==> config.mk <==
export PLATFORM = sky130hd
export DESIGN_NAME = count_rate_sched
export DESIGN_NICKNAME = d
export VERILOG_FILES = /design/src/rtl/count_rate_sched.sv
export SDC_FILE = /design/constraint.sdc
export NUM_CORES = 1
export LEC_CHECK = 0
export ABC_CLOCK_PERIOD_IN_PS = 6900
export BUFFER_PORTS_ARGS = -buffer_cell sky130_fd_sc_hd__buf_2
export CAP_MARGIN = 20
export CORE_UTILIZATION = 62
export DETAILED_ROUTE_END_ITERATION = 12
export PLACE_DENSITY = 0.82
export SYNTH_ARGS = -nofsm -noshare
export SYNTH_HDL_FRONTEND = slang
export SYNTH_SLANG_ARGS = --single-unit
==> constraint.sdc <==
create_clock -name CLOCK_50 -period 6.9 [get_ports CLOCK_50]
set_clock_uncertainty 0.1 [all_clocks]
set_input_delay 0.345 -clock CLOCK_50 [delete_from_list [all_inputs] [get_ports CLOCK_50]]
set_output_delay 0.345 -clock CLOCK_50 [all_outputs]
set_load 0.02 [all_outputs]
==> src/rtl/count_rate_sched.sv <==
// count_rate_sched
//   Run/pause/clear controller for the 4-bit display counter. A single shared
//   prescaler produces the tick rate that rate_sel picks. A 4-state FSM
//   (IDLE/RUN/PAUSE/DONE) decides when the counter advances.
//
// Optional feature: define AUTO_RELOAD_EN to make the terminal tick wrap the
//   count back to 0 with a one-cycle wrap pulse and stay in RUN. With it
//   undefined, the terminal tick enters DONE and wrap is tied to 0.
//
// Ports
//   CLOCK_50  in   system clock, rising edge
//   resetn    in   asynchronous active-low reset
//   rate_sel  in   tick period: 00=2 clk, 01=BASE_DIV, 10=2*BASE_DIV, 11=4*BASE_DIV
//   start     in   1-cycle strobe: run / resume / restart from DONE
//   stop      in   1-cycle strobe: pause (RUN only)
//   clear     in   1-cycle strobe: back to IDLE with count=0
//   count     out  current count
//   tick      out  1-cycle pulse following each prescaler-driven count change
//   running   out  state is RUN
//   done      out  state is DONE
//   state     out  IDLE=00 RUN=01 PAUSE=10 DONE=11
//   wrap      out  1-cycle rollover pulse (AUTO_RELOAD_EN only, else 0)

module count_rate_sched #(
    parameter int BASE_DIV = 50000000,
    parameter int PRE_W    = 28,
    parameter int CNT_W    = 4,
    parameter int TERMINAL = 15
) (
    input  logic             CLOCK_50,
    input  logic             resetn,
    input  logic [1:0]       rate_sel,
    input  logic             start,
    input  logic             stop,
    input  logic             clear,
    output logic [CNT_W-1:0] count,
    output logic             tick,
    output logic             running,
    output logic             done,
    output logic [1:0]       state,
    output logic             wrap
);

    typedef enum logic [1:0] {
        S_IDLE  = 2'b00,
        S_RUN   = 2'b01,
        S_PAUSE = 2'b10,
        S_DONE  = 2'b11
    } state_t;

    localparam logic [PRE_W-1:0] DM1_FAST = PRE_W'(1);
    localparam logic [PRE_W-1:0] DM1_X1   = PRE_W'(BASE_DIV - 1);
    localparam logic [PRE_W-1:0] DM1_X2   = PRE_W'(2 * BASE_DIV - 1);
    localparam logic [PRE_W-1:0] DM1_X4   = PRE_W'(4 * BASE_DIV - 1);
    localparam logic [CNT_W-1:0] TERM     = CNT_W'(TERMINAL);

    state_t             state_q, state_nxt;
    logic [PRE_W-1:0]   pre, pre_nxt, div_m1;
    logic [CNT_W-1:0]   cnt_nxt;
    logic [1:0]         rate_q, rate_nxt;
    logic               tick_nxt;
    logic               rate_chg;
`ifdef AUTO_RELOAD_EN
    logic               wrap_q, wrap_nxt;
`endif

    // Terminal prescaler value for the registered rate.
    always_comb begin
        case (rate_q)
            2'b00:   div_m1 = DM1_FAST;
            2'b01:   div_m1 = DM1_X1;
            2'b10:   div_m1 = DM1_X2;
            default: div_m1 = DM1_X4;
        endcase
    end

    always_comb begin
        state_nxt = state_q;
        pre_nxt   = pre;
        cnt_nxt   = count;
        tick_nxt  = 1'b0;
        rate_nxt  = rate_q;
`ifdef AUTO_RELOAD_EN
        wrap_nxt  = 1'b0;
`endif
        rate_chg  = (rate_sel != rate_q);

        // Strobes that mean nothing in a state are dropped before priority
        // is applied, so e.g. stop+start in PAUSE still resumes.
        case (state_q)
            S_IDLE: begin
                pre_nxt = '0;
                cnt_nxt = '0;
                if (!clear && start) state_nxt = S_RUN;
            end
            S_RUN: begin
                if (clear) begin
                    state_nxt = S_IDLE;
                    pre_nxt   = '0;
                    cnt_nxt   = '0;
                end else if (stop) begin
                    // prescaler holds, so a resume finishes the current period
                    state_nxt = S_PAUSE;
                end else if (!rate_chg) begin
                    if (pre == div_m1) begin
                        pre_nxt = '0;
                        if (count == TERM) begin
`ifdef AUTO_RELOAD_EN
                            cnt_nxt  = '0;
                            tick_nxt = 1'b1;
                            wrap_nxt = 1'b1;
`else
                            state_nxt = S_DONE;
`endif
                        end else begin
                            cnt_nxt  = count + 1'b1;
                            tick_nxt = 1'b1;
                        end
                    end else begin
                        pre_nxt = pre + 1'b1;
                    end
                end
            end
            S_PAUSE: begin
                if (clear) begin
                    state_nxt = S_IDLE;
                    pre_nxt   = '0;
                    cnt_nxt   = '0;
                end else if (start) begin
                    state_nxt = S_RUN;
                end
            end
            S_DONE: begin
                if (clear) begin
                    state_nxt = S_IDLE;
                    pre_nxt   = '0;
                    cnt_nxt   = '0;
                end else if (start) begin
                    state_nxt = S_RUN;
                    pre_nxt   = '0;
                    cnt_nxt   = '0;
                end
            end
            default: state_nxt = S_IDLE;
        endcase

        // A rate change restarts the period in every state and swallows
        // any tick that would have landed this cycle.
        if (rate_chg) begin
            rate_nxt = rate_sel;
            pre_nxt  = '0;
        end
    end

    always_ff @(posedge CLOCK_50 or negedge resetn) begin
        if (!resetn) begin
            state_q <= S_IDLE;
            pre     <= '0;
            count   <= '0;
            rate_q  <= 2'b00;
            tick    <= 1'b0;
            running <= 1'b0;
            done    <= 1'b0;
`ifdef AUTO_RELOAD_EN
            wrap_q  <= 1'b0;
`endif
        end else begin
            state_q <= state_nxt;
            pre     <= pre_nxt;
            count   <= cnt_nxt;
            rate_q  <= rate_nxt;
            tick    <= tick_nxt;
            running <= (state_nxt == S_RUN);
            done    <= (state_nxt == S_DONE);
`ifdef AUTO_RELOAD_EN
            wrap_q  <= wrap_nxt;
`endif
        end
    end

    assign state = state_q;
`ifdef AUTO_RELOAD_EN
    assign wrap  = wrap_q;
`else
    assign wrap  = 1'b0;
`endif

endmodule

**After elaboration in Yosys (flattened, before gate mapping)**

Cells that the tools add are included.

- Add/sub/neg operators: 2
- Eq/ne operators: 19
- Mux-type cells: 33
- Reductions and logical operators: 7

Operators by type and width:

| operator | count |
|---|---|
| 2-to-1 mux 28 bit | 7 |
| one-hot mux 28 bit (4 select lines) | 1 |
| one-hot mux 28 bit (3 select lines) | 1 |
| 2-to-1 mux 4 bit | 8 |
| adder 28 x 1 -> 28 bit (second input constant) | 1 |
| == test 28 bit | 1 |
| inequality test 3 bit (second input constant) | 6 |
| 2-to-1 mux 2 bit | 8 |
| one-hot mux 4 bit (4 select lines) | 1 |
| == test 2 bit (second input constant) | 4 |
| inequality test 4 bit (second input constant) | 2 |
| == test 2 x 1 -> 1 bit (second input constant) | 3 |
| 2-to-1 mux 1 bit | 6 |
| one-hot mux 2 bit (3 select lines) | 1 |
| AND reduction 6 bit | 1 |
| adder 4 x 1 -> 4 bit (second input constant) | 1 |
| == test 4 bit (second input constant) | 1 |
| zero test 2 bit | 2 |
| AND reduction 3 bit | 1 |
| inequality test 2 bit | 1 |
| inequality test 2 bit (second input constant) | 1 |
| OR reduction 2 bit | 1 |
| logical AND 1 bit | 1 |
| zero test 1 bit | 1 |

- Flip-flop bits (word level): 39
- Output and inout bits: 10
- Logic and storage cells: 68

**Logic depth before layout (Yosys ltp)**

- Depth after elaboration: 9
- Depth in mapped cells: 9
- Gate-level depth less buffers: 8

**Worst setup path before layout**

No wires, ideal clock.

- Path kind: reg-to-reg
- Start: reg rate_q[0]
- End: reg count[0]
- Library setup time: 0.125 ns
- Data arrival time: 2.356 ns
- Required time: 6.675 ns
- Slack: 4.319 ns
- Cell stages (with the launch flop): 9
- Clock period less this slack: 2.581 ns
- Cell sequence: dfrtp_1 inv_1 ha_1 or3_1 a221o_1 nor4_4 and2_4 a21oi_2 mux2_4

- Cells in the longest elaborated chain, start to end: 5
- Elaborated cells on any way between the ends: 9

Ends and longest elaborated chain:

| what | RTL line | source |
|---|---|---|
| from (decl) | 60 | `logic [1:0] rate_q, rate_nxt;` |
| from (signal assigned) | 171 | `rate_q <= rate_nxt;` |
| == test 2 bit, or another cell as far along | 69 | `case (rate_q)` |
| one-hot mux 28 bit (3 select lines) | 69 |  |
| == test 28 bit | 105 | `if (pre == div_m1) begin` |
| inequality test 3 bit (no line) | n/a |  |
| AND reduction 6 bit (no line) (*) | n/a |  |
| to (signal assigned) | 170 | `count <= cnt_nxt;` |
| to (decl) | 36 | `output logic [CNT_W-1:0] count,` |

Mark *: on every way between the ends. The rest lies on a longest branch, timed or not.
A chain may end at the register's enable or synchronous reset.

**Final worst setup path**

- Start: reg rate_q[0]
- End: reg pre[4]

- Cells in the longest elaborated chain, start to end: 8
- Elaborated cells on any way between the ends: 15

Ends and longest elaborated chain:

| what | RTL line | source |
|---|---|---|
| == test 2 bit, or another cell as far along | 69 |  |
| one-hot mux 28 bit (3 select lines) | 69 |  |
| == test 28 bit | 105 |  |
| 2-to-1 mux 28 bit | 105 |  |
| 2-to-1 mux 28 bit | 101 | `end else if (stop) begin` |
| 2-to-1 mux 28 bit | 97 | `if (clear) begin` |
| one-hot mux 28 bit (4 select lines) | 90 | `case (state_q)` |
| 2-to-1 mux 28 bit | 149 | `if (rate_chg) begin` |
| to (signal assigned) | 169 | `pre <= pre_nxt;` |
| to (decl) | 58 | `logic [PRE_W-1:0] pre, pre_nxt, div_m1;` |

Several ways; a longest one is shown, not always the timed one. The select of a mux whose other input is x is not followed.

==> reports/metrics.yaml <==
floorplanning:
  io_pins: 17
  rows: 21
  dieHeight_um: 63.04
  core_area_mm2: 0.003442
  initial_core_util: 0.6710
  die_area_mm2: 0.003973
  dieWidth_um: 63.04
critical_path:
  rrSetupSlack_ns: 3.85
  startpoint_type: "flip-flop"
  crit_fanout: 23
  reg2reg_depth: 8
  r2r_end: "pre[4]"
  r2r_start: "rate_q[0]"
  critPathArrivalTime_ns: 3.11
  critPathKind: "reg -> reg"
  endpoint_kind: "flip-flop"
  cp.required_ns: 6.96
grt:
  grt_pass1_wl_mm: 8.024
  grt_util_all_layers: 0.2661
  antenna_found_initial: 0
  grt_pass1_vias: 1714
  grt_max_degree: 40
  grt_overflow: 0
logic_synthesis:
  synth_area_mm2: 0.002310
  syn-num-nets: 256
  ys_types: 55
  ys_ff_latch: 39
  syn_area_per_cell_um2: 9.505
  synth_top_area_share: 0.4225
  yosys-top-cells-area: "dfrtp_1 42%, nor2_1 6.0%, xor2_1 5.7%, xnor2_1 4.6%, ha_1 3.3%"
  yosys_warnings: 0
  async_flop_share: 1.000
  synth_edf_count: 0
  synth-main-ff-cell: "dfrtp_1"
  yosysTopAreaCell: "dfrtp_1"
  ys_seq_area_frac: 0.4225
  synthCells: 243
clock_network:
  clockBufferDepth: 2
  numCtsBuffers: 5
  htreeDepth: 2
  root_buffer: "clkbuf_8"
  ctsResizeCount: 0
  cts_setup_buffers: 0
  clk_latency_ns: 0.30
  cts.clk_slew.worst_paths_ns: 0.07
  tritoncts: "built"
  clkSinkCount: 39
  postCtsHoldBufs: 0
timing:
  rsz0062_at_grt: "false"
  tightest_slew_ns: 0.8344
  maxSlewViolCount: 0
  fmax_mhz: 327.6
  hold_viol_final: 0
  finalSetupTns_ns: 0
  post-route-period-util: 0.4425
  slew_headroom: 0.4437
  fin_crit_ns: 3.053
  setup_viol: 0
routing:
  routed_wl_mm: 4.770
  routedWlPerCell_um: 15.69
  via_count: 1856
  ant_nets: 0
  first_pass_iters: 4
  vias_per_cell: 6.105
  remaining_drc_errors: 0
  drt_iter0_drc: 220
power:
  pwr-share-clk: 0.354
  power_switching_uw: 104.6
  p_leak_nw: 1.008
  p_seq_frac: 0.558
  p_sw_frac: 0.2509
  p_int_uw: 312.2
  fin_total_pwr_uw: 416.8
  combinationalPowerShare: 0.088
  cellPowerDensity_mw_per_mm2: 168.4
  peakVddDrop_mv: 0.1637
flow_run:
  cap_violations: 0
layout:
  antennaDiodeCount: 0
  area_growth_pct: 7.150
  drive_gt1_frac: 0.1279
  final_nets: 270
place:
  portBuffers: 15
  dp.final_hpwl_mm: 3.341
  place.gp.congestion: 0.8549
outcome:
  outcome: "finished, final reports clean"
worst_hold_path:
  hp-class: "in -> async"
-- metal layers --
layer  GRT usage  part of all wire
met1      0.3483              0.45
met2      0.4019              0.48
met3     0.07117             0.051
met4      0.1366             0.021
met5           0                 0
-- power groups by stage --
stage               sequential [mW]  combinational, mW  clock [mW]
floorplan                     0.238             0.0236           0
global placement              0.237             0.0356           0
detailed placement            0.237             0.0362           0
CTS                           0.233             0.0364       0.152
global route                  0.233             0.0407       0.160
finish                        0.233             0.0365       0.148
-- layout by cell type (no fill, tap or decap), types with 2 or more instances in the layout --
master,count
or3_1,4
nor4_1,6
ha_1,6
nand4_1,9
clkbuf_1,2
inv_1,7
nand2b_1,4
nor4_4,2
nor2b_1,2
o31ai_1,2
xnor2_1,12
nand2_1,18
mux2i_1,2
a21oi_1,5
buf_2,15
dfrtp_1,39
and2_1,2
nor3_1,10
xor2_1,15
o2111a_1,2
clkbuf_8,5
nor2_1,37
and3_1,6
nand3_1,14
-- flip-flops by register name, indices dropped and copies added (netlist names) --
name,count
pre,28
count,4
rate_q,2
state,2
done,1
running,1
tick,1
-- cell usage after synthesis, types with 2 or more instances --
cell      count
a21oi_1       5
and2_1        2
and3_1        6
buf_6         2
clkbuf_1      5
dfrtp_1      39
ha_1          6
inv_1         7
mux2i_1       2
nand2_1      18
nand2b_1      4
nand3_1      14
nand4_1       9
nor2_1       37
nor2b_1       2
nor3_1       10
nor4_1        6
nor4_4        2
o2111a_1      2
o31ai_1       2
or3_1         4
xnor2_1      12
xor2_1       15
-- through the flow --
stage | setup slack (ns) | hold slack [ns] | cell area [um2] | utilization | cells
2_1_floorplan | 4.319 | -0.05059 | 2310 | - | 243
6_report | 3.847 | 0.04252 | 2475 | 0.7190 | 304
3_3_place_gp | 4.013 | 0.3825 | 2394 | 0.6954 | 296
3_5_place_dp | 3.879 | 0.3860 | 2394 | 0.6954 | 296
4_1_cts | 3.847 | 0.07082 | 2475 | 0.7190 | 304
5_1_grt | 3.650 | 0.06566 | 2475 | 0.7190 | 304
-- cell type report --
type	count	area, um2
Multi-Input combinational cell	189	1259
Sequential cell	39	975.9
Fill cell	249	967.2
Clock buffer	7	76.32
Timing Repair Buffer	15	75.07
Tap cell	46	57.56
Inverter	7	26.28
Clock inverter	1	5.005
-- worst max path at each step --
stage              start  endpoint  slack (ns)  cells past startpoint
2_1_floorplan  rate_q[0]  count[0]        4.32                      8
3_3_place_gp   rate_q[0]   pre[24]        4.01                      8
3_5_place_dp   rate_q[0]   pre[13]        3.88                      8
4_1_cts        rate_q[0]    pre[4]        3.85                      8
5_1_grt        rate_q[0]   pre[17]        3.65                      8
6_report       rate_q[0]    pre[4]        3.85                      8
-- cells by family (layout without fill, tap and decap cells) --
logic type,Yosys count,after routing,synth area share
compound gates,26,26,0.09372
fa+ha+maj,6,6,0.03250
flops,39,39,0.4225
simple gates,126,126,0.2996
xor+xnor,27,27,0.1024
mux,3,3,0.01517
buf+inv,15,30,0.03251
other cells,1,1,0.001624
-- critical path, cell delays in order, from the launching register on --
cell,delay (ns)
dfrtp_1,0.49
inv_1,0.11
ha_1,0.32
or3_1,0.37
a221o_1,0.38
nor4_4,0.34
a21boi_2,0.15
o21ai_4,0.53
nor2_1,0.12
Note: power is estimated with default switching activity, not from simulation.
